## config.mk

```make
export PLATFORM = sky130hd
export DESIGN_NAME = pipe_reg_chain
export DESIGN_NICKNAME = d
export VERILOG_FILES = /design/src/rtl/pipe_reg_chain.sv
export SDC_FILE = /design/constraint.sdc
export NUM_CORES = 1
export LEC_CHECK = 0
export ABC_AREA = 1
export BUFFER_PORTS_ARGS = -buffer_cell sky130_fd_sc_hd__buf_2
export CORE_MARGIN = 2
export CORE_UTILIZATION = 55
export DETAILED_ROUTE_END_ITERATION = 16
export PLACE_DENSITY = 0.78
export SYNTH_ARGS = -nofsm -noshare
export SYNTH_HDL_FRONTEND = slang
export SYNTH_SLANG_ARGS = --single-unit
```

## constraint.sdc

```tcl
create_clock -name clockCPU -period 2.1 [get_ports clockCPU]
set_clock_uncertainty 0.2 [all_clocks]
set_input_delay 0.21 -clock clockCPU [delete_from_list [all_inputs] [get_ports clockCPU]]
set_output_delay 0.21 -clock clockCPU [all_outputs]
set_load 0.02 [all_outputs]
```

## src/rtl/pipe_reg_chain.sv

```systemverilog
// Elastic chain of STAGES payload registers with valid/ready handshake, bubble collapse,
// partial flush of the youngest slots and an occupancy count. Optional skid entry: PIPE_REG_CHAIN_SKID_EN.
module pipe_reg_chain #(
   parameter int DATA_W = 32,
   parameter int STAGES = 4,
   parameter int IDX_W  = $clog2(STAGES),
   parameter int CNT_W  = $clog2(STAGES + 2)
) (
   input  logic              clockCPU,
   input  logic              reset,
   input  logic              in_valid,
   input  logic [DATA_W-1:0] in_data,
   output logic              in_ready,
   output logic              out_valid,
   output logic [DATA_W-1:0] out_data,
   input  logic              out_ready,
   input  logic              flush,
   input  logic [IDX_W-1:0]  flush_upto,
   output logic [CNT_W-1:0]  count
);

   logic [STAGES-1:0] valid_reg;
   logic [DATA_W-1:0] data_reg [STAGES];
   logic [STAGES-1:0] squash;
   logic [STAGES-1:0] veff;
   logic [STAGES:0]   rdy;
   logic              accept;
   logic              src_valid;
   logic [DATA_W-1:0] src_data;
   logic [CNT_W-1:0]  count_sum;

   genvar gi;

   // A slot is ready when it is (effectively) empty or its successor is ready,
   // so an empty slot keeps accepting while everything downstream is stalled.
   assign rdy[STAGES] = out_ready;

   generate
      for (gi = 0; gi < STAGES; gi++) begin : g_ready
         assign squash[gi] = flush & (IDX_W'(gi) <= flush_upto);
         assign veff[gi]   = valid_reg[gi] & ~squash[gi];
         assign rdy[gi]    = ~veff[gi] | rdy[gi+1];
      end
   endgenerate

`ifdef PIPE_REG_CHAIN_SKID_EN
   logic              skid_valid_reg;
   logic [DATA_W-1:0] skid_data_reg;

   // Registered ready: only the skid occupancy decides, never out_ready.
   assign in_ready  = ~skid_valid_reg & ~flush & reset;
   assign accept    = in_valid & in_ready;
   assign src_valid = skid_valid_reg ? ~flush : accept;
   assign src_data  = skid_valid_reg ? skid_data_reg : in_data;

   always_ff @(posedge clockCPU or negedge reset) begin
      if (!reset) begin
         skid_valid_reg <= 1'b0;
         skid_data_reg  <= '0;
      end else if (flush) begin
         skid_valid_reg <= 1'b0;
      end else if (skid_valid_reg && rdy[0]) begin
         skid_valid_reg <= 1'b0;
      end else if (accept && !rdy[0]) begin
         skid_valid_reg <= 1'b1;
         skid_data_reg  <= in_data;
      end
   end
`else
   assign in_ready  = rdy[0] & ~flush & reset;
   assign accept    = in_valid & in_ready;
   assign src_valid = accept;
   assign src_data  = in_data;
`endif

   always_ff @(posedge clockCPU or negedge reset) begin
      if (!reset) begin
         valid_reg <= '0;
         for (int i = 0; i < STAGES; i++) begin
            data_reg[i] <= '0;
         end
      end else begin
         if (rdy[0]) begin
            valid_reg[0] <= src_valid;
            if (src_valid) begin
               data_reg[0] <= src_data;
            end
         end else if (squash[0]) begin
            valid_reg[0] <= 1'b0;
         end
         for (int i = 1; i < STAGES; i++) begin
            if (rdy[i]) begin
               valid_reg[i] <= veff[i-1];
               if (veff[i-1]) begin
                  data_reg[i] <= data_reg[i-1];
               end
            end else if (squash[i]) begin
               valid_reg[i] <= 1'b0;
            end
         end
      end
   end

   always_comb begin
      count_sum = '0;
      for (int i = 0; i < STAGES; i++) begin
         count_sum = count_sum + CNT_W'(valid_reg[i]);
      end
   end

`ifdef PIPE_REG_CHAIN_SKID_EN
   assign count = count_sum + CNT_W'(skid_valid_reg);
`else
   assign count = count_sum;
`endif

   assign out_valid = valid_reg[STAGES-1];
   assign out_data  = data_reg[STAGES-1];

endmodule

```

==> results of run 1 <==
-- synth_stat cells, types with 3 or more instances --
library cell | instances | area share, %
o21a_1 | 32 | 4.2
inv_1 | 42 | 2.8
clkbuf_1 | 10 | 0.66
nand3_1 | 33 | 2.9
buf_2 | 7 | 0.62
nand2_2 | 3 | 0.33
buf_1 | 4 | 0.27
nand4_1 | 32 | 3.5
o21ai_2 | 20 | 3.1
buf_4 | 32 | 4.2
dfrtp_1 | 132 | 58
nand2_1 | 199 | 13
o21ai_0 | 9 | 0.80
buf_6 | 15 | 3.0
o21ai_1 | 3 | 0.27
-- per-layer routing --
layer	vias up	part of all wire, %	track usage [%]	wire, um
met5	-	0	0	0
met4	0	1.6	8.29	194
met3	19	5.7	5.88	672
met2	135	47	33.9	5520
met1	2025	46	32.2	5380
li1	1994	-	-	-
-- per-stage QoR --
stage          TNS, ns  hold slack, ns  instances  worst slack (ns)  util [%]
2_1_floorplan        0          -0.286        583            0.0418         -
3_3_place_gp         0           0.172        736             0.123      57.6
3_5_place_dp         0           0.185        736            0.0298      57.6
4_1_cts          -1.16          0.0370        808            -0.395      68.6
5_1_grt          -1.31           0.123        809            -0.409      68.9
6_report         -1.12          0.0790        809            -0.382      68.9
-- power by group --
group	total (mW)	switching [mW]	internal, mW
clock network	3.28	1.03	2.25
registers	3.50	0.329	3.17
logic	1.51	0.927	0.587
-- cell families after synthesis --
logic type,synth area share [%]
compound gates,8.64
fa+ha+maj,0.796
buf+inv,11.6
flops,58.4
simple gates,20.6
-- path summary, 6_finish.rpt --
kind / slack (ns) / to / start / cells past startpoint
worst max-delay path: -0.38 / count[1] / valid_reg[1]$_DFFE_PN0P_ / 6
worst min-delay path: 0.08 / valid_reg[0]$_DFFE_PN0P_ / out_ready / 6
worst max register to register: 0.12 / data_reg[55]$_DFFE_PN0P_ / valid_reg[1]$_DFFE_PN0P_ / 5
worst min register to register: 0.27 / out_data[0]$_DFFE_PN0P_ / out_data[0]$_DFFE_PN0P_ / 2
max in group asynchronous: 1.01 / data_reg[96]$_DFFE_PN0P_ / reset / 3
min in group asynchronous: 0.11 / out_data[26]$_DFFE_PN0P_ / reset / 3
-- what timing repair did --
| action | CTS | global route |
|---|---|---|
| cloned | 0 | 1 |
| pin swaps | 2 | 0 |
| setup endpoints to repair | 4 | 5 |
| hold buffers | 39 | 0 |
| hold endpoints to repair | 171 | 0 |
| setup buffers | 1 | 0 |
| gates resized for setup | 12 | 1 |
-- layout make-up --
cell class	count	area [um^2]
flip-flops and latches	132	3300
fillers	700	3150
multi-input cells	341	1750
repair buffers	126	945
clock buffers	22	463
clock inverters	10	200
well taps	136	170
inverters	42	158
-- critical path: stages, from the launching register on --
cell,delay [ns]
dfrtp_1,0.35
inv_2,0.06
fa_1,0.57
inv_2,0.05
ha_4,0.16
ha_4,0.25
buf_6,0.11
==> flow_metrics.tcl, run 1 <==
set metrics [dict create \
    route.detailed.drc 0 \
    synthCells 583 \
    grt_pass1_wl_um 19900 \
    violations "setup timing" \
    stdcell_area_mm2 0.00699 \
    total_leakage_power_nw 3.70 \
    slew_headroom_pct 52.4 \
    num_rows 37 \
    clockBufferDepth 2 \
    path_clk_slew_ns 0.06 \
    grt_pass1_vias 4074 \
    grt_use_total_pct 22.7 \
    overflow 0 \
    num_antenna_cells 0 \
    die_h_um 105 \
    cts_tree "yes" \
    gp_congestion 0.735 \
    required_ns 1.69 \
    die_area_mm2 0.0111 \
    drtIter0Drc 291 \
    cts-htree-levels 4 \
    critPathMaxFanout 2 \
    cts_buffers 17 \
    cts_sinks 132 \
    async_reset_ff_share_pct 100 \
    drv_slew 0 \
    layout_common_cells "198 x nand2_1, 132 x dfrtp_1, 71 x buf_2" \
    placement.io_buffers 75 \
    synth_seq_cells 132 \
    clock-root-buffer "clkbuf_8" \
    die_x_um 105 \
    viasPerCell 5.16 \
    start_kind "flop" \
    synth_fp_nets 625 \
    ys_warn_count 0 \
    drive_above_1_share_pct 22.3 \
    detailed_place_hpwl_um 6960 \
    ir_worst_vdd_v 0.000570 \
    clk_latency_ns 0.51 \
    synth.distinct_cells 22 \
    initial_core_util_pct 55.8 \
    dr.pass1.iters 5 \
    layout_min_cycle_time_ns 2.48 \
    setup_ws_ns -0.382 \
    crit_path_end_kind "output pin" \
    cap_viol_max_count 0 \
    fmax_mhz 403 \
    synth-main-ff-cell "dfrtp_1" \
    avgRoutedWirePerCell_um 14.5 \
    avgSynthCellArea_um2 9.71 \
    antenna_found_initial 0 \
    rsz0062_at_grt "yes" \
    placed_area_mm2 0.00584 \
    setup_viol 4 \
    timing.final.crit_share_pct 118 \
    mostFrequentLayoutCell "nand2_1" \
    outcome "finished, violations left" \
    synth_edf_count 0 \
    yosysSeqAreaShare_pct 58.4 \
    crit_type "flop to output pin" \
    power_mw 8.29 \
    min_path_type "input port to flop" \
    crit_arrival_ns 2.07 \
    pin_count 76 \
    routed_wl_um 11800 \
    finalHoldViolCount 0 \
    nets 702 \
    areaGrowthSynthToFinish_pct 23.4 \
    largest_reg_flops 96 \
    power_density_mw_per_mm2 1190 \
    coreArea_mm2 0.0101 \
    grt_max_degree 133 \
    drtAntennaViolNets 0 \
    vias 4173 \
    syn_area_mm2 0.00566 \
    worst_slew_pin_slew_ns 0.714 \
]
(Power assumes the default switching activity.)
==> inputs of run 2 (changes only) <==
--- a/config.mk
+++ b/config.mk
@@ -8,9 +8,9 @@
 export ABC_AREA = 1
 export BUFFER_PORTS_ARGS = -buffer_cell sky130_fd_sc_hd__buf_2
 export CORE_MARGIN = 2
-export CORE_UTILIZATION = 55
+export CORE_UTILIZATION = 52
 export DETAILED_ROUTE_END_ITERATION = 16
-export PLACE_DENSITY = 0.78
+export PLACE_DENSITY = 0.77
 export SYNTH_ARGS = -nofsm -noshare
 export SYNTH_HDL_FRONTEND = slang
 export SYNTH_SLANG_ARGS = --single-unit
==> constraint.sdc (replaced) <==
create_clock -name clockCPU -period 2 [get_ports clockCPU]
set_clock_uncertainty 0.2 [all_clocks]
set_input_delay 0.2 -clock clockCPU [delete_from_list [all_inputs] [get_ports clockCPU]]
set_output_delay 0.2 -clock clockCPU [all_outputs]
set_load 0.02 [all_outputs]
==> flow_metrics.tcl, run 2 (same netlist as run 1, synthesis figures left out) <==
set metrics [dict create \
    outcome "finished, violations left" \
    violations "setup timing" \
    cts-htree-levels 4 \
    regToRegSetupSlack_ns 0.11 \
    overflow 0 \
    layout_common_cells "198 x nand2_1, 131 x dfrtp_1, 71 x buf_2" \
    routed_wl_um 11200 \
    rsz0062_at_grt "yes" \
    crit_type "flop to output pin" \
    placement.io_buffers 75 \
    clock-root-buffer "clkbuf_8" \
    cts_buffers 17 \
    slew_headroom_pct 55.7 \
    placed_area_mm2 0.00588 \
    slowest_delay_ns 0.55 \
    worst_slew_pin_slew_ns 0.665 \
    drtIter0Drc 369 \
    worstPathCellList "inv_2, fa_1, inv_2, ha_4, ha_4, buf_6" \
    critPathMaxFanout 2 \
    worstSetupStartpoint "valid_reg[1]$_DFFE_PN0P_" \
    placed_cells 744 \
    initial_core_util_pct 52.7 \
    drtAntennaViolNets 0 \
    die_h_um 108 \
    viasPerCell 4.98 \
    ir_worst_vdd_v 0.000498 \
    num_rows 38 \
    layout_min_cycle_time_ns 2.44 \
    coreArea_mm2 0.0107 \
    finalHoldViolCount 0 \
    grt_use_total_pct 21.5 \
    timing.final.crit_share_pct 122 \
    crit_arrival_ns 2.04 \
    drv_slew 0 \
    vias 4052 \
    num_antenna_cells 0 \
    r2r_cells 8 \
    final_util_pct 64.1 \
    largest_reg_flops 96 \
    drive_above_1_share_pct 22.8 \
    pin_count 76 \
    route.detailed.drc 0 \
    fmax_mhz 410 \
    cts_tree "yes" \
    hold_start "flush" \
    cts_sinks 132 \
    clockBufferDepth 2 \
    clk_latency_ns 0.51 \
    timing.hold.ws_ns 0.0920 \
    total_leakage_power_nw 3.65 \
    stdcell_area_mm2 0.00689 \
    r2r-end "data_reg[80]$_DFFE_PN0P_" \
    mostFrequentLayoutCell "nand2_1" \
    stdcell_count 814 \
    antenna_found_initial 0 \
    avgRoutedWirePerCell_um 13.8 \
    cap_viol_max_count 0 \
    grt_max_degree 133 \
    start_kind "flop" \
    power_density_mw_per_mm2 1170 \
    dr.pass1.iters 5 \
    die_area_mm2 0.0117 \
    min_path_type "input port to flop" \
    areaGrowthSynthToFinish_pct 21.8 \
    crit_end "count[1]" \
    setup_ws_ns -0.436 \
    setup_viol 4 \
    gp_congestion 0.750 \
    reg2reg_from "valid_reg[1]$_DFFE_PN0P_" \
    grt_pass1_vias 3930 \
    fin_setup_tns_ns -1.10 \
    die_x_um 108 \
    detailed_place_hpwl_um 7040 \
    required_ns 1.60 \
    crit_path_end_kind "output pin" \
    cp_slowest_cell "fa_1" \
    path_clk_slew_ns 0.05 \
    nets 705 \
    grt_pass1_wl_um 19300 \
]
[run 2: worst max-delay path, delay by kind of cell, from the launching register on]
family	cells	cell delay, ns
DFF	1	0.34
adders and majority gates	3	0.96
buffers and inverters	3	0.20
[run 2: final cells by class]
class,instances,area (um^2)
inverters,42,158
flip-flops and latches,132,3300
clock buffers,26,508
well taps,140,175
clock inverters,4,45.0
repair buffers,129,953
fillers,830,3850
multi-input cells,341,1750
[run 2: timing repair]
item,4_1_cts,5_1_grt
endpoints found under the hold margin,167,0
gates resized for setup,16,1
endpoints found under the setup margin,4,5
setup buffers,1,0
pin swaps,3,0
hold buffers,39,0
[run 2: report_power, final]
group	internal [mW]	switching [mW]
clock network	1.83	1.01
logic	0.617	0.946
registers	3.33	0.344
[run 2: metal layers]
layer  vias to the layer above  track usage (%)  wire [um]
met5                         -                0          0
li1                       2006                -          -
met2                        92             31.4       5130
met3                        15             4.94        533
met4                         0             9.07        151
met1                      1939             31.1       5430
[run 2: how the worst min path moves through the flow]
stage,end,slack [ns],cells past startpoint
after floorplan,data_reg[100]$_DFFE_PN0P_,-0.30,0
after global placement,out_data[24]$_DFFE_PN0P_,0.16,2
after detailed placement,out_data[26]$_DFFE_PN0P_,0.18,2
after CTS,valid_reg[1]$_DFFE_PN0P_,0.05,6
after global routing,valid_reg[1]$_DFFE_PN0P_,0.12,6
final,valid_reg[1]$_DFFE_PN0P_,0.09,6
[run 2: per-stage QoR]
| stage | total power, mW | setup WS, ns |
|---|---|---|
| global placement | 5.08 | 0.0644 |
| detailed placement | 5.18 | 0.0181 |
| CTS | 8.12 | -0.434 |
| global route | 8.51 | -0.487 |
| floorplan | 4.92 | 0.0175 |
| finish | 8.07 | -0.436 |
